**src/rtl/video15k_pkg.sv**
```systemverilog
// Shared 15 kHz video definitions: default PAL raster timing, pattern encodings
// and 3:3:3 colour constants used by the sync generator and scandoubler benches.
`timescale 1ns/1ps
package video15k_pkg;

   // Default PAL-rate raster, in pixels (horizontal) and lines (vertical)
   localparam int H_ACTIVE = 320;
   localparam int H_FRONT  = 16;
   localparam int H_SYNC   = 32;
   localparam int H_BACK   = 80;
   localparam int V_ACTIVE = 256;
   localparam int V_FRONT  = 24;
   localparam int V_SYNC   = 4;
   localparam int V_BACK   = 28;

   // Counter width; covers H_TOTAL=448 and V_TOTAL=312
   localparam int CNT_W = 9;

   // pattern_sel encodings
   localparam logic [1:0] PAT_BARS  = 2'd0;
   localparam logic [1:0] PAT_GRID  = 2'd1;
   localparam logic [1:0] PAT_RAMP  = 2'd2;
   localparam logic [1:0] PAT_WHITE = 2'd3;

   typedef struct packed {
      logic [2:0] r;
      logic [2:0] g;
      logic [2:0] b;
   } rgb_t;

   localparam rgb_t BLACK = '{r: 3'd0, g: 3'd0, b: 3'd0};
   localparam rgb_t WHITE = '{r: 3'd7, g: 3'd7, b: 3'd7};

   // Replicate one colour bit to a full-intensity 3-bit channel
   function automatic logic [2:0] rep3(input logic bit_i);
      return {3{bit_i}};
   endfunction

endpackage

```
**src/rtl/video_sync_gen15k_tpg_pattern.sv**
```systemverilog
// Test-pattern source: tracks the current bar (H_ACTIVE/8 pixels wide) with a
// small counter kept in lock-step with hcnt, then decodes the selected pattern.
// Output is raw colour; blanking outside the active area is applied by the top.
`timescale 1ns/1ps
module tpg_pattern
   import video15k_pkg::*;
#(
   parameter int H_ACTIVE_P = H_ACTIVE,
   parameter int H_TOTAL_P  = H_ACTIVE + H_FRONT + H_SYNC + H_BACK,
   parameter int V_ACTIVE_P = V_ACTIVE
) (
   input  logic             clk,
   input  logic             rst_n,
   input  logic [CNT_W-1:0] hcnt,
   input  logic [CNT_W-1:0] vcnt,
   input  logic [1:0]       sel,
   output rgb_t             rgb
);

   localparam logic [CNT_W-1:0] H_LAST     = CNT_W'(H_TOTAL_P - 1);
   localparam logic [CNT_W-1:0] SUB_LAST   = CNT_W'(H_ACTIVE_P / 8 - 1);
   localparam logic [CNT_W-1:0] H_ACT_LAST = CNT_W'(H_ACTIVE_P - 1);
   localparam logic [CNT_W-1:0] V_ACT_LAST = CNT_W'(V_ACTIVE_P - 1);

   logic [2:0]       bar_q, bar_d;
   logic [CNT_W-1:0] sub_q, sub_d;
   logic [2:0]       idx;

   // Bar/sub-pixel counters: both describe the pixel hcnt currently points at
   always_ff @(posedge clk or negedge rst_n) begin
      if (!rst_n) begin
         bar_q <= '0;
         sub_q <= '0;
      end else begin
         bar_q <= bar_d;
         sub_q <= sub_d;
      end
   end

   // Restart with the line, step the bar at each boundary (wraps harmlessly in blanking)
   always_comb begin
      bar_d = bar_q;
      sub_d = sub_q + 1'b1;
      if (hcnt == H_LAST) begin
         bar_d = '0;
         sub_d = '0;
      end else if (sub_q == SUB_LAST) begin
         sub_d = '0;
         bar_d = bar_q + 1'b1;
      end
   end

   // Pattern decode; bar colour index runs white (7) down to black (0)
   always_comb begin
      idx = ~bar_q;
      rgb = BLACK;
      case (sel)
         PAT_BARS:  rgb = '{r: rep3(idx[1]), g: rep3(idx[2]), b: rep3(idx[0])};
         PAT_GRID:  begin
            if (hcnt[3:0] == 4'd0 || vcnt[3:0] == 4'd0 ||
                hcnt == H_ACT_LAST || vcnt == V_ACT_LAST)
               rgb = WHITE;
         end
         PAT_RAMP:  rgb = '{r: bar_q, g: bar_q, b: bar_q};
         default:   rgb = WHITE;
      endcase
   end

endmodule

```
**src/rtl/video_sync_gen15k.sv**
```systemverilog
// 15 kHz raster generator: h/v counters, region decode, sync and composite sync,
// frame-boundary pattern latch and a single output register stage so colour,
// syncs and active all leave on the same clkvideo edge.
`timescale 1ns/1ps
module video_sync_gen15k
   import video15k_pkg::*;
#(
   parameter int H_ACTIVE_P = H_ACTIVE,
   parameter int H_FRONT_P  = H_FRONT,
   parameter int H_SYNC_P   = H_SYNC,
   parameter int H_BACK_P   = H_BACK,
   parameter int V_ACTIVE_P = V_ACTIVE,
   parameter int V_FRONT_P  = V_FRONT,
   parameter int V_SYNC_P   = V_SYNC,
   parameter int V_BACK_P   = V_BACK
) (
   input  logic       clkvideo,
   input  logic       rst_n,
   input  logic [1:0] pattern_sel,
   output logic [2:0] r,
   output logic [2:0] g,
   output logic [2:0] b,
   output logic       hsync_n,
   output logic       vsync_n,
   output logic       csync_n,
   output logic       active,
   output logic       frame_start
);

   localparam int H_TOTAL = H_ACTIVE_P + H_FRONT_P + H_SYNC_P + H_BACK_P;
   localparam int V_TOTAL = V_ACTIVE_P + V_FRONT_P + V_SYNC_P + V_BACK_P;

   localparam logic [CNT_W-1:0] H_LAST   = CNT_W'(H_TOTAL - 1);
   localparam logic [CNT_W-1:0] V_LAST   = CNT_W'(V_TOTAL - 1);
   localparam logic [CNT_W-1:0] H_ACT    = CNT_W'(H_ACTIVE_P);
   localparam logic [CNT_W-1:0] V_ACT    = CNT_W'(V_ACTIVE_P);
   localparam logic [CNT_W-1:0] HS_START = CNT_W'(H_ACTIVE_P + H_FRONT_P);
   localparam logic [CNT_W-1:0] HS_END   = CNT_W'(H_ACTIVE_P + H_FRONT_P + H_SYNC_P);
   localparam logic [CNT_W-1:0] VS_START = CNT_W'(V_ACTIVE_P + V_FRONT_P);
   localparam logic [CNT_W-1:0] VS_END   = CNT_W'(V_ACTIVE_P + V_FRONT_P + V_SYNC_P);

   logic [CNT_W-1:0] hcnt_q, hcnt_d;
   logic [CNT_W-1:0] vcnt_q, vcnt_d;
   logic [1:0]       pat_q, pat_d, pat_cur;
   logic             frame_top;
   logic             act_c, hs_c, vs_c;
   rgb_t             pix;

   rgb_t             rgb_q, rgb_d;
   logic             hsync_n_q, hsync_n_d;
   logic             vsync_n_q, vsync_n_d;
   logic             csync_n_q, csync_n_d;
   logic             active_q, active_d;
   logic             frame_start_q, frame_start_d;

   tpg_pattern #(
      .H_ACTIVE_P (H_ACTIVE_P),
      .H_TOTAL_P  (H_TOTAL),
      .V_ACTIVE_P (V_ACTIVE_P)
   ) u_tpg (
      .clk   (clkvideo),
      .rst_n (rst_n),
      .hcnt  (hcnt_q),
      .vcnt  (vcnt_q),
      .sel   (pat_cur),
      .rgb   (pix)
   );

   // Raster counters: hcnt wraps each line, vcnt advances on hcnt wrap
   always_comb begin
      hcnt_d = hcnt_q + 1'b1;
      vcnt_d = vcnt_q;
      if (hcnt_q == H_LAST) begin
         hcnt_d = '0;
         vcnt_d = (vcnt_q == V_LAST) ? '0 : vcnt_q + 1'b1;
      end
   end

   // Pattern latch: the first pixel of a frame already uses the freshly sampled select
   always_comb begin
      frame_top = (hcnt_q == '0) && (vcnt_q == '0);
      pat_cur   = frame_top ? pattern_sel : pat_q;
      pat_d     = pat_cur;
   end

   // Region decode and next output values (one register stage keeps everything aligned)
   always_comb begin
      act_c         = (hcnt_q < H_ACT) && (vcnt_q < V_ACT);
      hs_c          = (hcnt_q >= HS_START) && (hcnt_q < HS_END);
      vs_c          = (vcnt_q >= VS_START) && (vcnt_q < VS_END);
      rgb_d         = act_c ? pix : BLACK;
      hsync_n_d     = ~hs_c;
      vsync_n_d     = ~vs_c;
      // During vsync lines the hsync slot is inverted (serration)
      csync_n_d     = ~(vs_c ^ hs_c);
      active_d      = act_c;
      frame_start_d = frame_top;
   end

   // All state and output registers; reset forces idle sync levels and blank video
   always_ff @(posedge clkvideo or negedge rst_n) begin
      if (!rst_n) begin
         hcnt_q        <= '0;
         vcnt_q        <= '0;
         pat_q         <= PAT_BARS;
         rgb_q         <= BLACK;
         hsync_n_q     <= 1'b1;
         vsync_n_q     <= 1'b1;
         csync_n_q     <= 1'b1;
         active_q      <= 1'b0;
         frame_start_q <= 1'b0;
      end else begin
         hcnt_q        <= hcnt_d;
         vcnt_q        <= vcnt_d;
         pat_q         <= pat_d;
         rgb_q         <= rgb_d;
         hsync_n_q     <= hsync_n_d;
         vsync_n_q     <= vsync_n_d;
         csync_n_q     <= csync_n_d;
         active_q      <= active_d;
         frame_start_q <= frame_start_d;
      end
   end

   assign r           = rgb_q.r;
   assign g           = rgb_q.g;
   assign b           = rgb_q.b;
   assign hsync_n     = hsync_n_q;
   assign vsync_n     = vsync_n_q;
   assign csync_n     = csync_n_q;
   assign active      = active_q;
   assign frame_start = frame_start_q;

endmodule
```
**config.mk**
```make
export PLATFORM = sky130hd
export DESIGN_NAME = video_sync_gen15k
export DESIGN_NICKNAME = d
export VERILOG_FILES = /design/src/rtl/video15k_pkg.sv /design/src/rtl/video_sync_gen15k_tpg_pattern.sv /design/src/rtl/video_sync_gen15k.sv
export SDC_FILE = /design/constraint.sdc
export NUM_CORES = 1
export LEC_CHECK = 0
export BUFFER_PORTS_ARGS = -buffer_cell sky130_fd_sc_hd__clkbuf_2
export CAP_MARGIN = 30
export CORE_MARGIN = 4
export CORE_UTILIZATION = 40
export CTS_CLUSTER_SIZE = 40
export DETAILED_ROUTE_END_ITERATION = 8
export PLACE_DENSITY_LB_ADDON = 0.08
export SYNTH_ARGS = -nofsm -noshare
export SYNTH_HDL_FRONTEND = slang
export SYNTH_SLANG_ARGS = --single-unit
```
**constraint.sdc**
```tcl
create_clock -name clkvideo -period 3.43 [get_ports clkvideo]
set_input_delay 0.1715 -clock clkvideo [delete_from_list [all_inputs] [get_ports clkvideo]]
set_output_delay 0.1715 -clock clkvideo [all_outputs]
set_load 0.01 [all_outputs]
```
After elaboration in Yosys (flattened, before gate mapping)
Index checks and enable logic that the tools add are counted.
Word-level totals
  bits in registers: 46
  latch bits: 0
  RAM bits: 0
  memory bits (read-only): 0
  input port bits: 4
  output and inout port bits: 14
  logic and storage cells: 58
  memories: 0
Cells by class
  add/subtract/negate cells: 4
  multiply operators: 0
  div/mod/pow operators: 0
  $lt $le $gt $ge: 6
  equality and inequality tests: 7
  shifts and indexed selects: 0
  muxes and demuxes: 10
  bitwise operators: 5
  reductions and logical operators: 13
Operators by type and width (count)
  9-bit two-way mux: 6
  9-bit less-than comparator (second input constant): 4
  9-bit by 1-bit adder with 9-bit output (second input constant): 3
  9-bit == test (second input constant): 3
  9-bit case mux with 3 select lines: 1
  9-bit greater-or-equal comparator (second input constant): 2
  9-bit logical NOT: 2
  9-bit by 6-bit == test with 1-bit output (second input constant): 1
  9-bit by 8-bit == test with 1-bit output (second input constant): 1
  4-bit logical NOT: 2
  3-bit two-way mux: 2
  1-bit logical AND: 4
  3-bit by 1-bit adder with 3-bit output (second input constant): 1
  1-bit logical OR: 3
  1-bit inverter: 3
  3-bit inverter: 1
  2-bit by 1-bit == test with 1-bit output (second input constant): 1
  2-bit == test (second input constant): 1
  2-bit logical NOT: 1
  2-bit two-way mux: 1
  2-bit nonzero test: 1
  1-bit bitwise XOR: 1

Logic depth before layout (Yosys ltp)
Gate-level depths: netlist of run 1.
  word-level depth: 7
  gate-level depth with buffers: 7
  mapped depth without buffers: 7

By module
Synthesis of run 1 repeated with hierarchy kept, for this count alone.
Second synthesis, totals
  cell total of the unflattened synthesis: 229
  area total of the unflattened synthesis: 2354.8 sq um
By module, submodules not included
  video_sync_gen15k: instances 1, cells each 132, area each 1517.7 sq um, sequential area each 854.6 sq um
  tpg_pattern: instances 1, cells each 97, area each 837.1 sq um, sequential area each 300.3 sq um

Worst setup path before layout of run 1
No wires, ideal clock.
  path type: reg2reg
  start: register vcnt_q[0]
  end: register rgb_q (netlist bit b[0])
  library setup time: 157 ps
  arrival time: 2017 ps
  required time: 3273 ps
  setup slack: 1256 ps
  cell stages (with the launch flop): 7
  path buffers: 0
  clock period less this slack: 2174 ps
  cells stage by stage: dfrtp_1 inv_1 ha_1 or3b_2 nor4_2 mux2i_1 a211oi_1
RTL lines
  from (decl): RTL line video_sync_gen15k.sv:43  | logic [CNT_W-1:0] vcnt_q, vcnt_d;
  from (signal assigned): RTL line video_sync_gen15k.sv:114  | vcnt_q <= vcnt_d;
  to (signal assigned): RTL line video_sync_gen15k.sv:116  | rgb_q <= rgb_d;
  to (decl): RTL line video_sync_gen15k.sv:49  | rgb_t rgb_q, rgb_d;

==> impl_metrics.yaml, run 1 <==
flow_run:
  maxCapViolCount: 0
critical_path:
  required_ns: 3.57
  r2r_end: "g[2]$_DFF_PN0_"
  rrSetupSlack_ns: 0.98
  arrival_ns: 2.59
  crit_fanout: 10
  r2r_cells: 6
  critPathKind: "register to register"
  startpoint: "vcnt_q[0]$_DFFE_PN0N_"
  rr_startpoint: "vcnt_q[0]$_DFFE_PN0N_"
  cp_slowest_cell: "mux2i_1"
  crit_path_end_kind: "register"
  cpPeakStageDelay_ns: 0.66
  crit_chain: "inv_1, ha_1, or3b_2, nor4_2, mux2i_1, a211oi_1"
  critical_path.startpoint_type: "register"
floorplan:
  die_area_sq_um: 6659
  std_cell_rows: 26
  coreArea_sq_um: 5172
  die_h_um: 81.61
  start_util_pct: 41.90
  fp.dieW_um: 81.61
  ios: 18
pwr:
  peakVddDrop_uv: 193.8
  cellLeakagePower_uw: 0.001019
  power_density_nw_per_um2: 379.1
timing:
  holdWs_ns: 0.3574
  setup_viol: 0
  setup_tns_ns: 0
  worst_pin_slew_ns: 0.8242
  slew-limit-headroom_pct: 44.30
  fin_crit_ns: 2.453
  fin_skew_ns: 0.007128
  drv_slew: 0
  hold_viol_final: 0
  timing.fmax_mhz: 407.6
  finalCritPeriodShare_pct: 71.52
  rsz0062_at_grt: "false"
clocking:
  clock-sinks: 46
  cts_tree: "done"
  cts_max_path_buffers: 2
  cts.htree.levels: 2
  clkSlewWorstSetupHoldPaths_ns: 0.09
  clock_latency_ns: 0.30
  cts_root_buf: "clkbuf_8"
  numCtsBuffers: 5
layout:
  areaGrowthSynthToFinish_pct: 12.99
  fillers: 465
  multi_input_comb_area_sq_um: 939.7
  drive_gt1_share_pct: 19.38
  regArea_sq_um: 1155
  nets: 237
  diodes: 0
global_routing:
  grt_antenna_before_repair: 0
  grt_pass1_vias: 1506
  grt_first_pass_wirelength_um: 7072
  overflow: 0
  grt_max_degree: 28
  grt_usage_pct: 14.02
hold_path:
  min_path_type: "primary input to register"
  min_from: "pattern_sel[1]"
  holdPathEnd: "pat_q[1]$_DFF_PN0_"
  hold_depth: 3
logic_synthesis:
  synth_fp_nets: 214
  ys_types: 42
  avgSynthCellArea_sq_um: 10.68
  ys_ff_latch: 46
  synth_warnings: 0
  syn_area_sq_um: 2167
  yosys.area.top_type: "dfrtp_1"
  synth_top_cell_area_share_pct: 49.65
  synthTopCellsByArea: "dfrtp_1 (50%), xnor2_1 (4.8%), ha_1 (4.0%), nor2_1 (3.8%), dfstp_2 (3.6%)"
  synthFlopType: "dfrtp_1"
  synth_edf_count: 0
  syn-instance-count: 203
  ys_seq_area_share_pct: 53.29
  async_flop_share_pct: 100.0
drt:
  firstDrtPassIters: 4
  vias_per_cell: 5.138
  wl_met1_um: 1884
  ant_nets: 0
  routed.top_layer: "met4"
  met3_length_um: 143
  drc: 0
  finalWirelength_um: 4096
  vias: 1526
  drt_iter0_drc: 112
  route.met2.wl_um: 2001
  drt-wirelength-per-cell_um: 13.79
place:
  dp_hpwl_um: 3064
  place.gp.congestion: 0.8029
  port_buffers: 17
status:
  status: "finished clean"
[metal layers]
metal,vias to the layer above,GRT usage [%]
met5,-,0
met4,0,5.482
met3,5,3.618
met2,18,23.05
met1,754,17.67
li1,749,-
[synth_stat cells (2+ instances only)]
| master | count |
|---|---|
| nand3_1 | 11 |
| clkbuf_1 | 2 |
| nor3_1 | 5 |
| or2_2 | 3 |
| or3_1 | 2 |
| inv_1 | 13 |
| xor2_1 | 8 |
| dfrtp_1 | 43 |
| nor2_1 | 22 |
| or3b_2 | 2 |
| o21ai_0 | 5 |
| ha_1 | 7 |
| o31ai_1 | 4 |
| and2_1 | 3 |
| nand2_1 | 13 |
| a211oi_1 | 10 |
| nor4bb_1 | 2 |
| dfstp_2 | 3 |
| nand4_1 | 5 |
| xnor2_1 | 12 |
| mux2i_1 | 2 |
| nor4_2 | 2 |
| a21oi_1 | 5 |
[worst max path at each step]
stage	depth (start not counted)	to	slack (ns)
6_report	6	g[2]$_DFF_PN0_	0.98
5_1_grt	6	r[0]$_DFF_PN0_	0.82
4_1_cts	6	g[2]$_DFF_PN0_	0.97
3_5_place_dp	6	g[2]$_DFF_PN0_	0.99
3_3_place_gp	6	r[1]$_DFF_PN0_	1.09
2_1_floorplan	6	b[0]$_DFF_PN0_	1.26
[stage by stage]
step / setup WS [ns] / power, uW / utilization (%) / area [sq um] / std cells
4_1_cts: 0.9685 / 940.4 / 47.34 / 2449 / 297
3_5_place_dp: 0.9889 / 595.0 / 45.31 / 2344 / 288
6_report: 0.9767 / 928.1 / 47.34 / 2449 / 297
2_1_floorplan: 1.256 / 572.2 / - / 2167 / 203
3_3_place_gp: 1.093 / 590.9 / 44.92 / 2323 / 287
5_1_grt: 0.8229 / 971.2 / 47.34 / 2449 / 297
[state kept, by name, summed over array words and instances (netlist names), 2 cells and up]
signal	count
b	3
g	3
hcnt_q	9
pat_q	2
r	3
u_tpg.bar_q	3
u_tpg.sub_q	9
vcnt_q	9
[logic make-up (layout without fill, tap and decap cells)]
logic type | after synthesis | count (layout) | synth area share [%]
compound gates | 28 | 28 | 8.602
xor+xnor | 20 | 20 | 8.083
fa+ha+maj | 7 | 7 | 4.041
buf+inv | 17 | 41 | 3.349
flops | 46 | 46 | 53.29
mux | 3 | 3 | 1.443
simple gates | 82 | 82 | 21.19
[layout make-up]
| type | count | share of cell area (%) |
|---|---|---|
| Multi-Input combinational cell | 140 | 38.38 |
| Inverter | 13 | 1.993 |
| Clock buffer | 6 | 3.373 |
| Clock inverter | 2 | 0.5110 |
| Tap cell | 70 | 3.577 |
| Timing Repair Buffer | 20 | 5.008 |
| Sequential cell | 46 | 47.16 |
[where the power goes]
group          switching (uW)  internal [uW]
Combinational            22.7           11.5
Sequential               1.72            548
Clock                     182            162
[placed cells by master (no fill, tap or decap), types with 5 or more instances in the layout]
cell type  count
ha_1           7
a211oi_1      10
xor2_1         8
nor2_1        22
nand4_1        5
clkbuf_8       6
nor3_1         5
dfrtp_1       43
nand2_1       13
xnor2_1       12
o21ai_0        5
a21oi_1        5
nand3_1       11
clkbuf_2      17
inv_1         13
[critical path, delay by kind of cell (launching register included)]
| kind | cells | cell delay (ns) |
|---|---|---|
| multiplexers | 1 | 0.66 |
| flip-flops | 1 | 0.43 |
| buffers and inverters | 1 | 0.09 |
| AND/OR/NAND/NOR | 2 | 0.82 |
| AO/OA/AOI/OAI | 1 | 0.18 |
| adder cells (fa/ha/maj) | 1 | 0.13 |
[timing repair]
| item | CTS | global route |
|---|---|---|
| setup buffers | 0 | 0 |
| endpoints found under the hold margin | 16 | 0 |
| gates resized for setup | 0 | 0 |
| hold buffers | 1 | 0 |
(Power assumes the default switching activity.)
==> run 2, diff against run 1 <==
- clock period: 3.43 -> 2.5 ns (I/O delays scaled with it)
==> impl_metrics.yaml, run 2 (same netlist as run 1, synthesis figures left out) <==
status:
  status: "finished clean"
clocking:
  cts.htree.levels: 2
  cts_root_buf: "clkbuf_8"
  cts_resized: 0
  clock-sinks: 46
  cts_tree: "done"
  clock_latency_ns: 0.29
  post_cts_buffers: 0
  clkSlewWorstSetupHoldPaths_ns: 0.08
  cts_max_path_buffers: 2
  numCtsBuffers: 5
layout:
  areaGrowthSynthToFinish_pct: 15.99
  drive_gt1_share_pct: 20.69
  diodes: 0
  fillers: 478
  final_common_cell: "dfrtp_1"
  final_cell_mix: "dfrtp_1 (43), nor2_1 (22), clkbuf_2 (17), inv_1 (13), nand2_1 (13)"
  nets: 242
  largest_registers: "hcnt_q (9), u_tpg.sub_q (9), vcnt_q (9)"
drt:
  finalWirelength_um: 4083
  ant_nets: 0
  vias: 1563
  drc: 0
  drt-wirelength-per-cell_um: 13.52
  drt_iter0_drc: 71
  vias_per_cell: 5.175
  firstDrtPassIters: 4
critical_path:
  crit_path_end_kind: "register"
  required_ns: 2.69
  crit_fanout: 5
  critPathBufInv: 1
  cpPeakStageDelay_ns: 0.51
  arrival_ns: 2.51
  crit_family: "simple AND/OR/NAND/NOR gates"
  critPathKind: "register to register"
  critical_path.startpoint_type: "register"
  crit_chain: "inv_1, ha_1, or3b_2, or3_4, nor3_4, o31ai_1, a211oi_1"
  cp_slowest_cell: "or3b_2"
timing:
  fin_skew_ns: 0.007606
  fin_crit_ns: 2.322
  rsz0062_at_grt: "true"
  drv_slew: 0
  slew-limit-headroom_pct: 42.46
  fin_ws_ns: 0.1782
  worst_pin_slew_ns: 0.8515
  finalCritPeriodShare_pct: 92.87
  setup_tns_ns: 0
  setup_viol: 0
  hold_viol_final: 0
  timing.fmax_mhz: 430.7
floorplan:
  die_h_um: 81.61
  start_util_pct: 41.90
  coreArea_sq_um: 5172
  fp.dieW_um: 81.61
  die_area_sq_um: 6659
  std_cell_rows: 26
  ios: 18
hold_path:
  min_path_type: "primary input to register"
global_routing:
  use_met1_pct: 17.62
  grt_pass1_vias: 1525
  top_usage_layer: "met2"
  grt_first_pass_wirelength_um: 7148
  use_met2_pct: 22.96
  grt_antenna_before_repair: 0
  grt_usage_pct: 14.00
  overflow: 0
  grt_max_degree: 31
  use_met3_pct: 3.947
flow_run:
  maxCapViolCount: 0
place:
  port_buffers: 17
  pre_cts_slack_ns: 0.1885
  place.gp.congestion: 0.8108
  dp_hpwl_um: 2993
pwr:
  power_uw: 1346
  power_density_nw_per_um2: 535.4
  peakVddDrop_uv: 235.2
  cellLeakagePower_uw: 0.001051
[run 2: cell count changes in the layout (fill, tap and decap cells not counted), sizes merged]
cell,previous run,this run
clkinv,1,0
bufinv,0,1
buf,2,7
[run 2: power by group]
group	switching [uW]	leakage, uW	internal, uW
Clock	244	0.0000514	298
Combinational	31.3	0.000440	17.8
Sequential	2.42	0.000559	752
[run 2: timing repair]
item                       in CTS  in global routing
setup endpoints to repair       0                  6
hold buffers                    1                  0
hold endpoints to repair       14                  0
[run 2: layout make-up]
class | instances | area [sq um] | share of cell area [%]
sequential | 46 | 1155 | 45.94
multi-input combinational | 140 | 939.7 | 37.38
timing repair buffer | 25 | 172.7 | 6.869
tap | 70 | 87.58 | 3.484
clock buffer | 6 | 72.57 | 2.887
inverter | 13 | 48.80 | 1.941
clock inverter | 2 | 37.54 | 1.493
[run 2: final timing paths]
path	slack [ns]	end	from	depth (start not counted)
max	0.18	g[2]$_DFF_PN0_	vcnt_q[0]$_DFFE_PN0N_	7
min	0.25	pat_q[1]$_DFF_PN0_	pattern_sel[1]	4
max reg2reg	0.18	g[2]$_DFF_PN0_	vcnt_q[0]$_DFFE_PN0N_	7
min reg2reg	0.46	u_tpg.sub_q[0]$_DFF_PN0_	u_tpg.sub_q[0]$_DFF_PN0_	1
max in group asynchronous	1.53	vsync_n$_DFF_PN1_	rst_n	4
min in group asynchronous	0.27	active$_DFF_PN0_	rst_n	2
[run 2: worst min-delay path: cells and delay by family]
family                 cells  cell delay (ns)
muxes                      1             0.07
buffers and inverters      3             0.33
[run 2: layer usage]
| metal | up-vias | share of wire [%] |
|---|---|---|
| li1 | 760 | - |
| met1 | 766 | 47 |
| met2 | 32 | 47 |
| met3 | 5 | 4.2 |
| met4 | 0 | 1.4 |
| met5 | - | 0 |
[run 2: through the flow]
step / util [%] / instances / hold slack [ns] / area, sq um
finish: 48.60 / 302 / 0.2508 / 2514
floorplan: - / 203 / -0.1706 / 2167
detailed placement: 46.27 / 293 / 0.06222 / 2394
global placement: 45.89 / 292 / 0.3581 / 2374
CTS: 48.60 / 302 / 0.2326 / 2514
global route: 48.60 / 302 / 0.2330 / 2514
